$ cat src/rtl/clk_sel_pkg.sv
// Shared types and constants for the clka/clkb select controller.
// Build option CLK_SEL_SWCNT_EN adds the completed-switch counter.
package clk_sel_pkg;

  typedef enum logic [1:0] {
    ST_IDLE   = 2'd0,
    ST_SETTLE = 2'd1,
    ST_HOLD   = 2'd2
  } state_e;

  localparam logic SEL_CLKA = 1'b0;
  localparam logic SEL_CLKB = 1'b1;

endpackage

$ cat src/rtl/clk_sel_ctrl_if.sv
// Request handshake and mux-select bundle for clk_sel_ctrl.
// sw_count exists only when CLK_SEL_SWCNT_EN is defined.
interface clk_sel_ctrl_if;

  logic req_valid;
  logic req_sel;
  logic req_ready;
  logic sel_clkb;
  logic busy;
  logic done;
`ifdef CLK_SEL_SWCNT_EN
  logic [15:0] sw_count;

  modport master (
    output req_valid, req_sel,
    input  req_ready, sel_clkb, busy, done, sw_count
  );

  modport slave (
    input  req_valid, req_sel,
    output req_ready, sel_clkb, busy, done, sw_count
  );
`else

  modport master (
    output req_valid, req_sel,
    input  req_ready, sel_clkb, busy, done
  );

  modport slave (
    input  req_valid, req_sel,
    output req_ready, sel_clkb, busy, done
  );
`endif

endinterface

$ cat src/rtl/clk_sel_dly_cnt.sv
// Loadable down-counter with terminal-count flag.
// Stops at zero instead of wrapping.
module clk_sel_dly_cnt #(
  parameter int unsigned CNT_W = 8
) (
  input  logic             clk,
  input  logic             rst,
  input  logic             load_i,
  input  logic [CNT_W-1:0] val_i,
  output logic [CNT_W-1:0] cnt_o,
  output logic             tc_o
);

  logic [CNT_W-1:0] cnt_q;
  logic [CNT_W-1:0] cnt_d;

  always_comb begin
    cnt_d = cnt_q;
    if (load_i) begin
      cnt_d = val_i;
    end else if (cnt_q != '0) begin
      cnt_d = cnt_q - CNT_W'(1);
    end
  end

  always_ff @(posedge clk) begin
    if (rst) begin
      cnt_q <= '0;
    end else begin
      cnt_q <= cnt_d;
    end
  end

  assign cnt_o = cnt_q;
  assign tc_o  = (cnt_q == '0);

endmodule

$ cat src/rtl/clk_sel_ctrl.sv
// Clock-select controller: handshake in, registered mux select out.
// Define CLK_SEL_SWCNT_EN to add the saturating sw_count output.
module clk_sel_ctrl
  import clk_sel_pkg::*;
#(
  parameter logic        RST_SEL    = SEL_CLKB,
  parameter int unsigned SETTLE_CYC = 16,
  parameter int unsigned HOLD_CYC   = 64,
  parameter int unsigned CNT_W      = 8
) (
  input logic           clk,
  input logic           rst,
  clk_sel_ctrl_if.slave bus
);

  localparam logic [CNT_W-1:0] SETTLE_LD =
    CNT_W'(SETTLE_CYC - 1);
  localparam logic [CNT_W-1:0] HOLD_LD =
    (HOLD_CYC == 0) ? '0 : CNT_W'(HOLD_CYC - 1);
  localparam logic SETTLE_ONE = (SETTLE_CYC == 1);

  state_e           state_q;
  state_e           state_d;
  logic             sel_q;
  logic             sel_d;
  logic             busy_q;
  logic             done_q;
  logic             done_d;
  logic             accept;
  logic             same;
  logic             ld;
  logic             tc;
  logic [CNT_W-1:0] ld_val;
  logic [CNT_W-1:0] cnt;

  clk_sel_dly_cnt #(
    .CNT_W (CNT_W)
  ) u_cnt (
    .clk    (clk),
    .rst    (rst),
    .load_i (ld),
    .val_i  (ld_val),
    .cnt_o  (cnt),
    .tc_o   (tc)
  );

  assign accept = bus.req_valid && (state_q == ST_IDLE);
  assign same   = (bus.req_sel == sel_q);

  // Counter is preloaded while idle so SETTLE starts counting on entry.
  always_comb begin
    state_d = state_q;
    sel_d   = sel_q;
    done_d  = 1'b0;
    ld      = 1'b0;
    ld_val  = '0;
    unique case (state_q)
      ST_IDLE: begin
        ld     = 1'b1;
        ld_val = SETTLE_LD;
        if (accept) begin
          if (same) begin
            done_d = 1'b1;
          end else begin
            sel_d   = bus.req_sel;
            state_d = ST_SETTLE;
            done_d  = SETTLE_ONE;
          end
        end
      end
      ST_SETTLE: begin
        done_d = (cnt == CNT_W'(1));
        if (tc) begin
          ld      = 1'b1;
          ld_val  = HOLD_LD;
          state_d = (HOLD_CYC == 0) ? ST_IDLE : ST_HOLD;
        end
      end
      ST_HOLD: begin
        if (tc) begin
          state_d = ST_IDLE;
        end
      end
      default: begin
        state_d = ST_IDLE;
      end
    endcase
  end

  always_ff @(posedge clk) begin
    if (rst) begin
      state_q <= ST_IDLE;
      sel_q   <= RST_SEL;
      busy_q  <= 1'b0;
      done_q  <= 1'b0;
    end else begin
      state_q <= state_d;
      sel_q   <= sel_d;
      busy_q  <= (state_d != ST_IDLE);
      done_q  <= done_d;
    end
  end

  assign bus.req_ready = (state_q == ST_IDLE);
  assign bus.sel_clkb  = sel_q;
  assign bus.busy      = busy_q;
  assign bus.done      = done_q;

`ifdef CLK_SEL_SWCNT_EN
  logic [15:0] swc_q;

  always_ff @(posedge clk) begin
    if (rst) begin
      swc_q <= '0;
    end else if ((state_q == ST_SETTLE) && tc &&
                 (swc_q != 16'hFFFF)) begin
      swc_q <= swc_q + 16'd1;
    end
  end

  assign bus.sw_count = swc_q;
`endif

endmodule

$ cat src/flat_wrapper.sv
// flat-port wrapper written by rule: the top's interface ports become plain ports
module clk_sel_ctrl_flat import clk_sel_pkg::*;
#(
  parameter logic        RST_SEL    = SEL_CLKB,
  parameter int unsigned SETTLE_CYC = 16,
  parameter int unsigned HOLD_CYC   = 64,
  parameter int unsigned CNT_W      = 8
)
  (clk, rst, bus_req_valid, bus_req_sel, bus_req_ready, bus_sel_clkb, bus_busy, bus_done);
  clk_sel_ctrl_if bus_i ();
  input logic clk;
  input logic rst;
  input wire logic [$bits(bus_i.req_valid)-1:0] bus_req_valid;
  input wire logic [$bits(bus_i.req_sel)-1:0] bus_req_sel;
  output wire logic [$bits(bus_i.req_ready)-1:0] bus_req_ready;
  output wire logic [$bits(bus_i.sel_clkb)-1:0] bus_sel_clkb;
  output wire logic [$bits(bus_i.busy)-1:0] bus_busy;
  output wire logic [$bits(bus_i.done)-1:0] bus_done;
  assign bus_i.req_valid = bus_req_valid;
  assign bus_i.req_sel = bus_req_sel;
  assign bus_req_ready = bus_i.req_ready;
  assign bus_sel_clkb = bus_i.sel_clkb;
  assign bus_busy = bus_i.busy;
  assign bus_done = bus_i.done;
  clk_sel_ctrl #(.RST_SEL(RST_SEL), .SETTLE_CYC(SETTLE_CYC), .HOLD_CYC(HOLD_CYC), .CNT_W(CNT_W)) u_core (.clk(clk), .rst(rst), .bus(bus_i));
endmodule
$ cat config.mk
export PLATFORM = sky130hd
export DESIGN_NAME = clk_sel_ctrl_flat
export DESIGN_NICKNAME = d
export VERILOG_FILES = /design/src/rtl/clk_sel_pkg.sv /design/src/rtl/clk_sel_ctrl_if.sv /design/src/rtl/clk_sel_dly_cnt.sv /design/src/rtl/clk_sel_ctrl.sv /design/src/flat_wrapper.sv
export SDC_FILE = /design/constraint.sdc
export NUM_CORES = 1
export LEC_CHECK = 0
export ABC_AREA = 1
export CORE_MARGIN = 5
export CORE_UTILIZATION = 57
export CTS_BUF_LIST = sky130_fd_sc_hd__clkbuf_4
export CTS_CLUSTER_SIZE = 40
export DETAILED_ROUTE_END_ITERATION = 6
export PLACE_DENSITY = 0.79
export SETUP_SLACK_MARGIN = 0.15
export SLEW_MARGIN = 15
export SYNTH_ARGS = -nofsm -noshare
export SYNTH_HDL_FRONTEND = slang
export SYNTH_HIERARCHICAL = 1
export SYNTH_SLANG_ARGS = --single-unit
$ cat constraint.sdc
create_clock -name clk -period 2.4 [get_ports clk]
set_clock_uncertainty 0.2 [all_clocks]
set_input_delay 0.6 -clock clk [delete_from_list [all_inputs] [get_ports clk]]
set_output_delay 0.6 -clock clk [all_outputs]
set_load 0.05 [all_outputs]
==> results of run 1 <==
kinds of logic (layout without fill, tap and decap cells):
logic type	Yosys count	in the layout	synth area share
and+or+nand+nor	64	64	0.3958
adders and majority gates	1	1	0.01615
xor gates and xnor gates	3	3	0.03393
other	1	2	0.004842
AOI/OAI and AO/OA	15	15	0.1002
DFF	13	13	0.3360
buffers and inverters	23	34	0.1131
power groups by stage:
stage,sequential [mW],clock (mW),combinational [mW]
6_report,0.265,0.147,0.220
5_1_grt,0.269,0.167,0.245
4_1_cts,0.265,0.154,0.217
3_5_place_dp,0.270,0,0.216
3_3_place_gp,0.269,0,0.213
2_1_floorplan,0.281,0,0.154
registers in the layout, summed over array words and instances, names as in the netlist:
register	count
u_core/u_cnt/cnt_o	8
u_core/state_q	2
u_core/bus.busy	1
u_core/bus.done	1
u_core/bus.sel_clkb	1
cells in the final DEF, fill, tap and decap left out:
cell type and n:
nand2_1 24, nand2_4 1, inv_2 7, conb_1 2, a21oi_1 5, o21ai_0 4
o21ai_1 5, buf_4 2, clkbuf_4 4, nand3_1 6, inv_1 15, and3_1 1
nor2_1 18, nand2_2 2, nor3_1 4, nor2_8 1, xor2_1 1, nand4_1 1
nor3_4 1, dlygate4sd2_1 1, nor2_2 5, xnor2_1 2, ha_1 1, dfxtp_1 13
o211ai_1 1, clkdlybuf4s50_1 5
tightest hold or removal path, stage by stage, from the launching register on:
cell and delay (ns):
dfxtp_1 0.34, o21ai_0 0.08, nand3_1 0.06
per-layer routing:
layer	up-vias	wire, um	track usage
li1	390	-	-
met1	333	777	0.2212
met2	18	765	0.2873
met3	4	67	0.03831
met4	0	27	0.08287
met5	-	0	0
layout make-up:
class                           count  share of cell area
Sequential cell                    13              0.2889
Timing Repair Buffer                8             0.08194
Tap cell                           15             0.02083
Inverter                           22             0.09167
Multi-Input combinational cell     85              0.4833
Clock buffer                        4             0.03333
how the worst max path moves through the flow:
stage                                       end  slack [ns]                   from  cells after the start
after CTS                 u_core/u_cnt/cnt_o[2]        0.18  u_core/u_cnt/cnt_o[0]                     10
after global routing      u_core/u_cnt/cnt_o[2]        0.12  u_core/u_cnt/cnt_o[0]                     10
after global placement    u_core/u_cnt/cnt_o[5]        0.31  u_core/u_cnt/cnt_o[0]                     11
final                                  bus_done        0.21        u_core/bus.done                      1
after floorplan           u_core/u_cnt/cnt_o[1]        0.40  u_core/u_cnt/cnt_o[0]                     12
after detailed placement  u_core/u_cnt/cnt_o[2]        0.23  u_core/u_cnt/cnt_o[0]                     10
repair_timing:
action | CTS | global route
pin swaps | 0 | 0
resized for setup | 1 | 2
endpoints found under the setup margin | 1 | 8
setup buffers | 0 | 0
gates cloned | 0 | 0
through the flow:
| stage | cells | setup WS, ns | utilization | power (mW) |
|---|---|---|---|---|
| floorplan | 121 | 0.4035 | - | 0.4354 |
| global placement | 143 | 0.3080 | 0.6663 | 0.4828 |
| detailed placement | 143 | 0.2299 | 0.6663 | 0.4864 |
| CTS | 147 | 0.1827 | 0.6885 | 0.6358 |
| global route | 147 | 0.1235 | 0.6923 | 0.6808 |
| finish | 147 | 0.2093 | 0.6923 | 0.6322 |
==> flow_metrics.py, run 1 <==
metrics = {
    "critical_path": {
        "r2r_cells": 10,
        "cp-end-kind": "primary output",
        "r2r-start": "u_core/u_cnt/cnt_o[0]",
        "crit_chain": "clkdlybuf4s50_1",
        "r2r_slack_ns": 0.31,
        "critPathRequiredTime_ns": 1.60,
        "slowest_stage": "clkdlybuf4s50_1",
        "cp_max_fo": 1,
        "worstSetupPathType": "flip-flop to primary output",
        "cp.arrival_ns": 1.39,
        "critPathBufInv": 1,
        "cp_top_family": "buffers and inverters",
        "critPathLaunchType": "flip-flop",
        "rr_endpoint": "u_core/u_cnt/cnt_o[2]",
        "cpPeakStageDelay_ns": 0.80,
    },
    "place": {
        "place_hpwl_um": 1202,
        "placed_area_um2": 867.1,
        "gpl.final_weighted_congestion": 0.8381,
        "portBuffers": 7,
    },
    "min_path": {
        "holdPathStages": 2,
        "hold_class": "flip-flop to flip-flop",
        "hold_end": "u_core/bus.sel_clkb",
        "hp-start": "u_core/bus.sel_clkb",
    },
    "clock_tree": {
        "postCtsHoldBufs": 0,
        "cts_htree_levels": 1,
        "cts.sinks": 13,
        "path_clk_slew_ns": 0.08,
        "clock-root-buffer": "clkbuf_4",
        "cts_tree": "yes",
        "cts_buffers": 3,
        "clock_latency_ns": 0.28,
        "cts.path.max_buffers": 2,
    },
    "timing": {
        "tightest_slew_ns": 0.4993,
        "whs_ns": 0.3247,
        "fmax_mhz": 456.5,
        "fin_crit_sh": 0.9128,
        "tns_ns": 0,
        "hold_viol": 0,
        "slew_headroom": 0.6661,
        "setup_violations": 0,
        "slew_viol_final": 0,
        "rsz0062_at_grt": "yes",
        "period_needed_ns": 2.191,
    },
    "final_layout": {
        "drive_above_1_share": 0.1742,
        "final_cell_area_um2": 900.9,
        "synthToLayoutAreaGrowth_pct": 16.32,
        "seq_area_um2": 260.3,
        "antennaDiodeCount": 0,
        "multi_input_area_um2": 435.4,
        "nets": 138,
        "nFillCells": 120,
    },
    "power": {
        "intPower_mw": 0.3951,
        "p_leak_nw": 0.4404,
        "swShare": 0.3750,
        "power_density_mw_per_mm2": 701.7,
        "switchingPower_mw": 0.2371,
        "clkPwrFrac": 0.233,
        "combinationalPowerShare": 0.348,
        "vdd.ir_drop.worst_uv": 551.0,
        "seqPwrFrac": 0.420,
    },
    "synth": {
        "ys_types": 23,
        "yosys-top-cells-area": "dfxtp_1, nand2_1, nor2_1, inv_1, nand3_1",
        "synth.most_common_cell": "nand2_1",
        "yosysSeqAreaShare": 0.3360,
        "synthArstFlopShare": 0,
        "yosys.area.top_type": "dfxtp_1",
        "synthCells": 120,
        "synth_enable_flop_cells": 0,
        "synth_top_area_frac": 0.3360,
        "ys_warn_count": 6,
        "syn_avg_cell_area_um2": 6.454,
        "yosys_most_used_dff": "dfxtp_1",
        "syn-cell-area_um2": 774.5,
        "ys_ff_latch": 13,
        "yosys-top-cells-count": "nand2_1, nor2_1, inv_1, dfxtp_1, inv_2",
    },
    "floorplan": {
        "fp.dieArea_mm2": 0.002196,
        "fp.dieH_um": 46.86,
        "ios": 8,
        "rows": 13,
        "die_width_um": 46.86,
        "start_util": 0.5952,
        "core_mm2": 0.001301,
    },
    "global_route": {
        "grt.overflow.total": 0,
        "antenna_found_initial": 0,
        "grt_usage": 0.1767,
        "grt_pass1_vias": 654,
        "grt_start_max_net_pins": 9,
        "grt_pass1_wl_um": 2725,
    },
    "drt": {
        "drt-wirelength-per-cell_um": 11.14,
        "drt_iter0_drc": 15,
        "wl_um": 1637,
        "dr.pass1.iters": 4,
        "viasPerCell": 5.068,
        "vias": 745,
        "drtAntennaViolNets": 0,
        "drc": 0,
    },
    "status": {
        "status": "completed",
    },
    "flow_run": {
        "cap_violations": 0,
    },
}
Power figures use the tool's default switching activity.
==> run 2: changes to the inputs <==
--- a/config.mk
+++ b/config.mk
@@ -6,13 +6,13 @@
 export NUM_CORES = 1
 export LEC_CHECK = 0
 export ABC_AREA = 1
-export CORE_MARGIN = 5
 export CORE_UTILIZATION = 57
 export CTS_BUF_LIST = sky130_fd_sc_hd__clkbuf_4
 export CTS_CLUSTER_SIZE = 40
 export DETAILED_ROUTE_END_ITERATION = 6
 export PLACE_DENSITY = 0.79
 export SETUP_SLACK_MARGIN = 0.15
+export SKIP_CTS_REPAIR_TIMING = 1
 export SLEW_MARGIN = 15
 export SYNTH_ARGS = -nofsm -noshare
 export SYNTH_HDL_FRONTEND = slang
==> run 2 against run 1 <==
Compared with the run above: setup slack improved by 0.013 ns; cell area increased by 0.83%; worst hold slack got worse by 0.014 ns; fmax increased by 0.58%; critical path type unchanged; die area decreased by 31%; combinational power increased by 3%; sequential power about the same; flip-flop and latch count unchanged; sequential share of layout area decreased by 0.24 points; wire length decreased by 4.9%.
==> flow_metrics.py, run 2 (synthesis results as in run 1) <==
metrics = {
    "critical_path": {
        "cp_top_family": "buffers and inverters",
        "critPathRequiredTime_ns": 1.60,
        "cpPeakStageDelay_ns": 0.79,
        "cp_max_fo": 1,
        "worstSetupPathType": "flip-flop to primary output",
        "slowest_stage": "clkdlybuf4s50_1",
        "cp.arrival_ns": 1.38,
        "critPathBufInv": 1,
        "crit_chain": "clkdlybuf4s50_1",
        "cp-end-kind": "primary output",
        "critPathLaunchType": "flip-flop",
    },
    "drt": {
        "vias": 734,
        "drc": 0,
        "dr.pass1.iters": 4,
        "drt-wirelength-per-cell_um": 10.59,
        "drtAntennaViolNets": 0,
        "drt_iter0_drc": 17,
        "wl_um": 1556,
        "viasPerCell": 4.993,
    },
    "final_layout": {
        "final_cell_area_um2": 908.4,
        "synthToLayoutAreaGrowth_pct": 17.29,
        "post-route-util": 0.7658,
        "nFillCells": 93,
        "layout_commonest_cell": "nand2_1",
        "largest_register_ffs": 8,
        "drive_above_1_share": 0.1729,
        "nets": 139,
        "most-common-layout-cells": "nand2_1, nor2_1, inv_1, dfxtp_1, inv_2",
        "antennaDiodeCount": 0,
    },
    "global_route": {
        "antenna_found_initial": 0,
        "grt_usage": 0.2473,
        "grt.overflow.total": 0,
        "grt_pass1_vias": 623,
        "grt_pass1_wl_um": 2518,
        "grt_start_max_net_pins": 9,
    },
    "power": {
        "p_leak_nw": 0.4474,
        "vdd.ir_drop.worst_uv": 491.1,
        "power_density_mw_per_mm2": 697.5,
    },
    "timing": {
        "whs_ns": 0.3112,
        "slew_viol_final": 0,
        "tns_ns": 0,
        "tightest_slew_ns": 0.5011,
        "hold_viol": 0,
        "rsz0062_at_grt": "yes",
        "period_needed_ns": 2.178,
        "fmax_mhz": 459.1,
        "setup_violations": 0,
        "fin_crit_sh": 0.9075,
        "fin_ws_ns": 0.2220,
        "slew_headroom": 0.6654,
    },
    "floorplan": {
        "fp.dieArea_mm2": 0.001510,
        "core_mm2": 0.001186,
        "rows": 12,
        "die_width_um": 38.86,
        "ios": 8,
        "fp.dieH_um": 38.86,
        "start_util": 0.6530,
    },
    "clock_tree": {
        "cts_htree_levels": 1,
        "cts.sinks": 13,
        "clock-root-buffer": "clkbuf_4",
        "path_clk_slew_ns": 0.08,
        "cts.path.max_buffers": 2,
        "cts_tree": "yes",
        "clock_latency_ns": 0.27,
        "cts_buffers": 3,
    },
    "min_path": {
        "hold_class": "flip-flop to flip-flop",
    },
    "place": {
        "place_ws_ns": 0.3711,
        "placed_area_um2": 873.3,
        "portBuffers": 7,
        "place_hpwl_um": 1247,
        "gpl.final_weighted_congestion": 0.8562,
    },
    "status": {
        "status": "completed",
    },
    "flow_run": {
        "cap_violations": 0,
    },
}
run 2: stage by stage:
stage | power, mW | instances
after floorplan | 0.4354 | 121
after CTS | 0.6325 | 147
after global placement | 0.4863 | 143
after detailed placement | 0.4917 | 143
after global routing | 0.6747 | 147
final | 0.6336 | 147
run 2: final cells by class:
type / instances / area (um^2) / area share
Clock buffer: 4 / 30.03 / 0.03306
Timing Repair Buffer: 9 / 85.08 / 0.09366
Sequential cell: 13 / 260.3 / 0.2865
Tap cell: 14 / 17.52 / 0.01928
Multi-Input combinational cell: 85 / 432.9 / 0.4766
Inverter: 22 / 82.58 / 0.09091
run 2: layer usage:
| metal | routed length, um | track usage |
|---|---|---|
| met1 | 762 | 0.3250 |
| met4 | 11 | 0.07759 |
| met2 | 743 | 0.4000 |
| met5 | 0 | 0 |
| met3 | 38 | 0.05202 |
run 2: worst min-delay path: cells and delay by family (launching register included):
kind / cells / cell delay [ns]
DFF: 1 / 0.32
and+or+nand+nor: 2 / 0.15
run 2: where the power goes:
group          switching (mW)  total (mW)  leakage (nW)  internal, mW
registers              0.0242       0.265         0.108         0.240
logic                   0.143       0.226         0.321        0.0830
clock network          0.0677       0.143        0.0184        0.0755
run 2: path summary, 6_finish.rpt:
path | start | slack (ns) | endpoint | cells past startpoint
worst max-delay path | u_core/bus.busy | 0.22 | bus_busy | 1
worst min-delay path | u_core/u_cnt/cnt_o[0] | 0.31 | u_core/u_cnt/cnt_o[0] | 2
worst max register to register | u_core/u_cnt/cnt_o[0] | 0.33 | u_core/u_cnt/cnt_o[6] | 10
worst min register to register | u_core/u_cnt/cnt_o[0] | 0.31 | u_core/u_cnt/cnt_o[0] | 2
==> run 3: changes to the inputs <==
--- a/config.mk
+++ b/config.mk
@@ -6,14 +6,13 @@
 export NUM_CORES = 1
 export LEC_CHECK = 0
 export ABC_AREA = 1
-export CORE_UTILIZATION = 57
+export CORE_UTILIZATION = 51
 export CTS_BUF_LIST = sky130_fd_sc_hd__clkbuf_4
 export CTS_CLUSTER_SIZE = 40
 export DETAILED_ROUTE_END_ITERATION = 6
-export PLACE_DENSITY = 0.79
+export PLACE_DENSITY = 0.75
 export SETUP_SLACK_MARGIN = 0.15
 export SKIP_CTS_REPAIR_TIMING = 1
-export SLEW_MARGIN = 15
 export SYNTH_ARGS = -nofsm -noshare
 export SYNTH_HDL_FRONTEND = slang
 export SYNTH_HIERARCHICAL = 1
==> constraint.sdc (replaced) <==
create_clock -name clk -period 2 [get_ports clk]
set_clock_uncertainty 0.2 [all_clocks]
set_input_delay 0.5 -clock clk [delete_from_list [all_inputs] [get_ports clk]]
set_output_delay 0.5 -clock clk [all_outputs]
set_load 0.05 [all_outputs]
==> run 3 against run 2 <==
Compared with the run above: flip-flop and latch count did not move; sequential power rose by 21%; first-iteration DRC count is 76% higher; non-clock buffer count increased by 3; utilization decreased by 4.7 points; sequential share of layout area fell by 1.6 points; global-route usage decreased by 2.5 points; clock power is 27% higher; die area up 11%; via count grew 2.6%; combinational power rose by 35%.
==> flow_metrics.py, run 3 (synthesis results as in run 1) <==
metrics = {
    "final_layout": {
        "most-common-layout-cells": "nand2_1, nor2_1, inv_1, dfxtp_1, inv_2",
        "synthToLayoutAreaGrowth_pct": 25.36,
        "drive_above_1_share": 0.2500,
        "nFillCells": 111,
        "instances_no_fill": 151,
        "final_cell_area_um2": 970.9,
        "nets": 142,
        "largest_register_ffs": 8,
        "layout_commonest_cell": "nand2_1",
        "antennaDiodeCount": 0,
    },
    "place": {
        "portBuffers": 7,
        "dp_cells": 145,
        "place_hpwl_um": 1250,
        "placed_area_um2": 892.1,
        "gpl.final_weighted_congestion": 0.8296,
    },
    "timing": {
        "setup_violations": 0,
        "whs_ns": 0.3438,
        "fin_crit_sh": 0.8848,
        "fmax_mhz": 565.1,
        "period_needed_ns": 1.770,
        "rsz0062_at_grt": "no",
        "slew_viol_final": 0,
        "tns_ns": 0,
        "hold_viol": 0,
    },
    "power": {
        "switchingPower_mw": 0.3059,
        "seqPwrFrac": 0.397,
        "vdd.ir_drop.worst_uv": 509.1,
        "combinationalPowerShare": 0.379,
        "intPower_mw": 0.5013,
        "p_leak_nw": 0.4806,
        "clkPwrFrac": 0.224,
        "swShare": 0.3790,
        "power_density_mw_per_mm2": 831.3,
    },
    "drt": {
        "drt_iter0_drc": 30,
        "drt-wirelength-per-cell_um": 11.25,
        "vias": 753,
        "dr.pass1.iters": 4,
        "drtAntennaViolNets": 0,
        "drc": 0,
        "wl_um": 1699,
        "viasPerCell": 4.987,
    },
    "clock_tree": {
        "cts.sinks": 13,
        "cts.path.max_buffers": 2,
        "cts_buffers": 3,
        "path_clk_slew_ns": 0.08,
        "clock_latency_ns": 0.27,
        "clock-root-buffer": "clkbuf_4",
        "cts_tree": "yes",
        "cts_htree_levels": 1,
    },
    "global_route": {
        "grt_usage": 0.2223,
        "grt_pass1_vias": 574,
        "antenna_found_initial": 0,
        "grt_start_max_net_pins": 13,
        "grt_pass1_wl_um": 2380,
        "grt.overflow.total": 0,
    },
    "floorplan": {
        "fp.dieArea_mm2": 0.001679,
        "core_mm2": 0.001350,
        "die_width_um": 40.97,
        "rows": 13,
        "start_util": 0.5737,
        "ios": 8,
        "fp.dieH_um": 40.97,
    },
    "critical_path": {
        "worstSetupPathType": "flip-flop to flip-flop",
        "cp_top_family": "simple AND/OR/NAND/NOR gates",
        "cp.arrival_ns": 1.77,
        "startpoint": "u_core/u_cnt/cnt_o[0]",
        "cp_max_fo": 12,
        "crit_chain": "inv_2, ha_4, nand2_4, nor2_8, nor2_4, nor2_2, buf_6, o21ai_0, nor3_1",
        "cp-end-kind": "flip-flop",
        "critPathLaunchType": "flip-flop",
        "critPathRequiredTime_ns": 2.00,
        "slowest_stage": "dfxtp_2",
        "critPathBufInv": 2,
        "cpPeakStageDelay_ns": 0.34,
        "r2r-start": "u_core/u_cnt/cnt_o[0]",
    },
    "min_path": {
        "hold_class": "flip-flop to flip-flop",
        "hp-start": "u_core/u_cnt/cnt_o[0]",
    },
    "status": {
        "status": "completed",
    },
    "flow_run": {
        "cap_violations": 0,
    },
}
[run 3: worst reg2reg max path: cells and delay by family (launching register included)]
family,cells,cell delay (ns)
buf+inv,2,0.27
simple gates,5,0.61
compound gates,1,0.11
flops,1,0.34
fa+ha+maj,1,0.17
[run 3: final timing paths]
path,to,slack [ns],cells after the start
min reg2reg,u_core/u_cnt/cnt_o[0],0.34,2
max reg2reg,u_core/u_cnt/cnt_o[0],0.23,9
min,u_core/u_cnt/cnt_o[0],0.34,2
max,u_core/u_cnt/cnt_o[0],0.23,9
[run 3: per-layer routing]
metal,share of wire,wire (um),vias up,track usage
li1,-,-,405,-
met1,0.50,853,338,0.3079
met2,0.46,789,8,0.3242
met3,0.023,39,2,0.03261
met4,0.010,17,0,0.1250
met5,0,0,-,0
[run 3: area by class of cell]
type	instances	area, um^2	share of cell area
Clock buffer	4	30.03	0.03093
Inverter	22	82.58	0.08505
Sequential cell	13	262.8	0.2706
Timing Repair Buffer	12	113.9	0.1173
Tap cell	15	18.77	0.01933
Multi-Input combinational cell	85	462.9	0.4768
[run 3: stage by stage]
stage          worst slack [ns]  total power, mW  utilization
2_1_floorplan            0.1735           0.5288            -
3_3_place_gp             0.1474           0.5934       0.6608
3_5_place_dp            0.05455           0.5973       0.6608
4_1_cts                 0.03813           0.7815       0.6830
5_1_grt                  0.1050           0.8512       0.7192
6_report                 0.2304           0.8072       0.7192
[run 3: power groups by stage]
stage / Combinational (mW) / Clock (mW) / Sequential [mW]
final: 0.306 / 0.181 / 0.321
after global placement: 0.270 / 0 / 0.323
after detailed placement: 0.274 / 0 / 0.324
after global routing: 0.335 / 0.191 / 0.325
after CTS: 0.276 / 0.188 / 0.318
after floorplan: 0.190 / 0 / 0.338
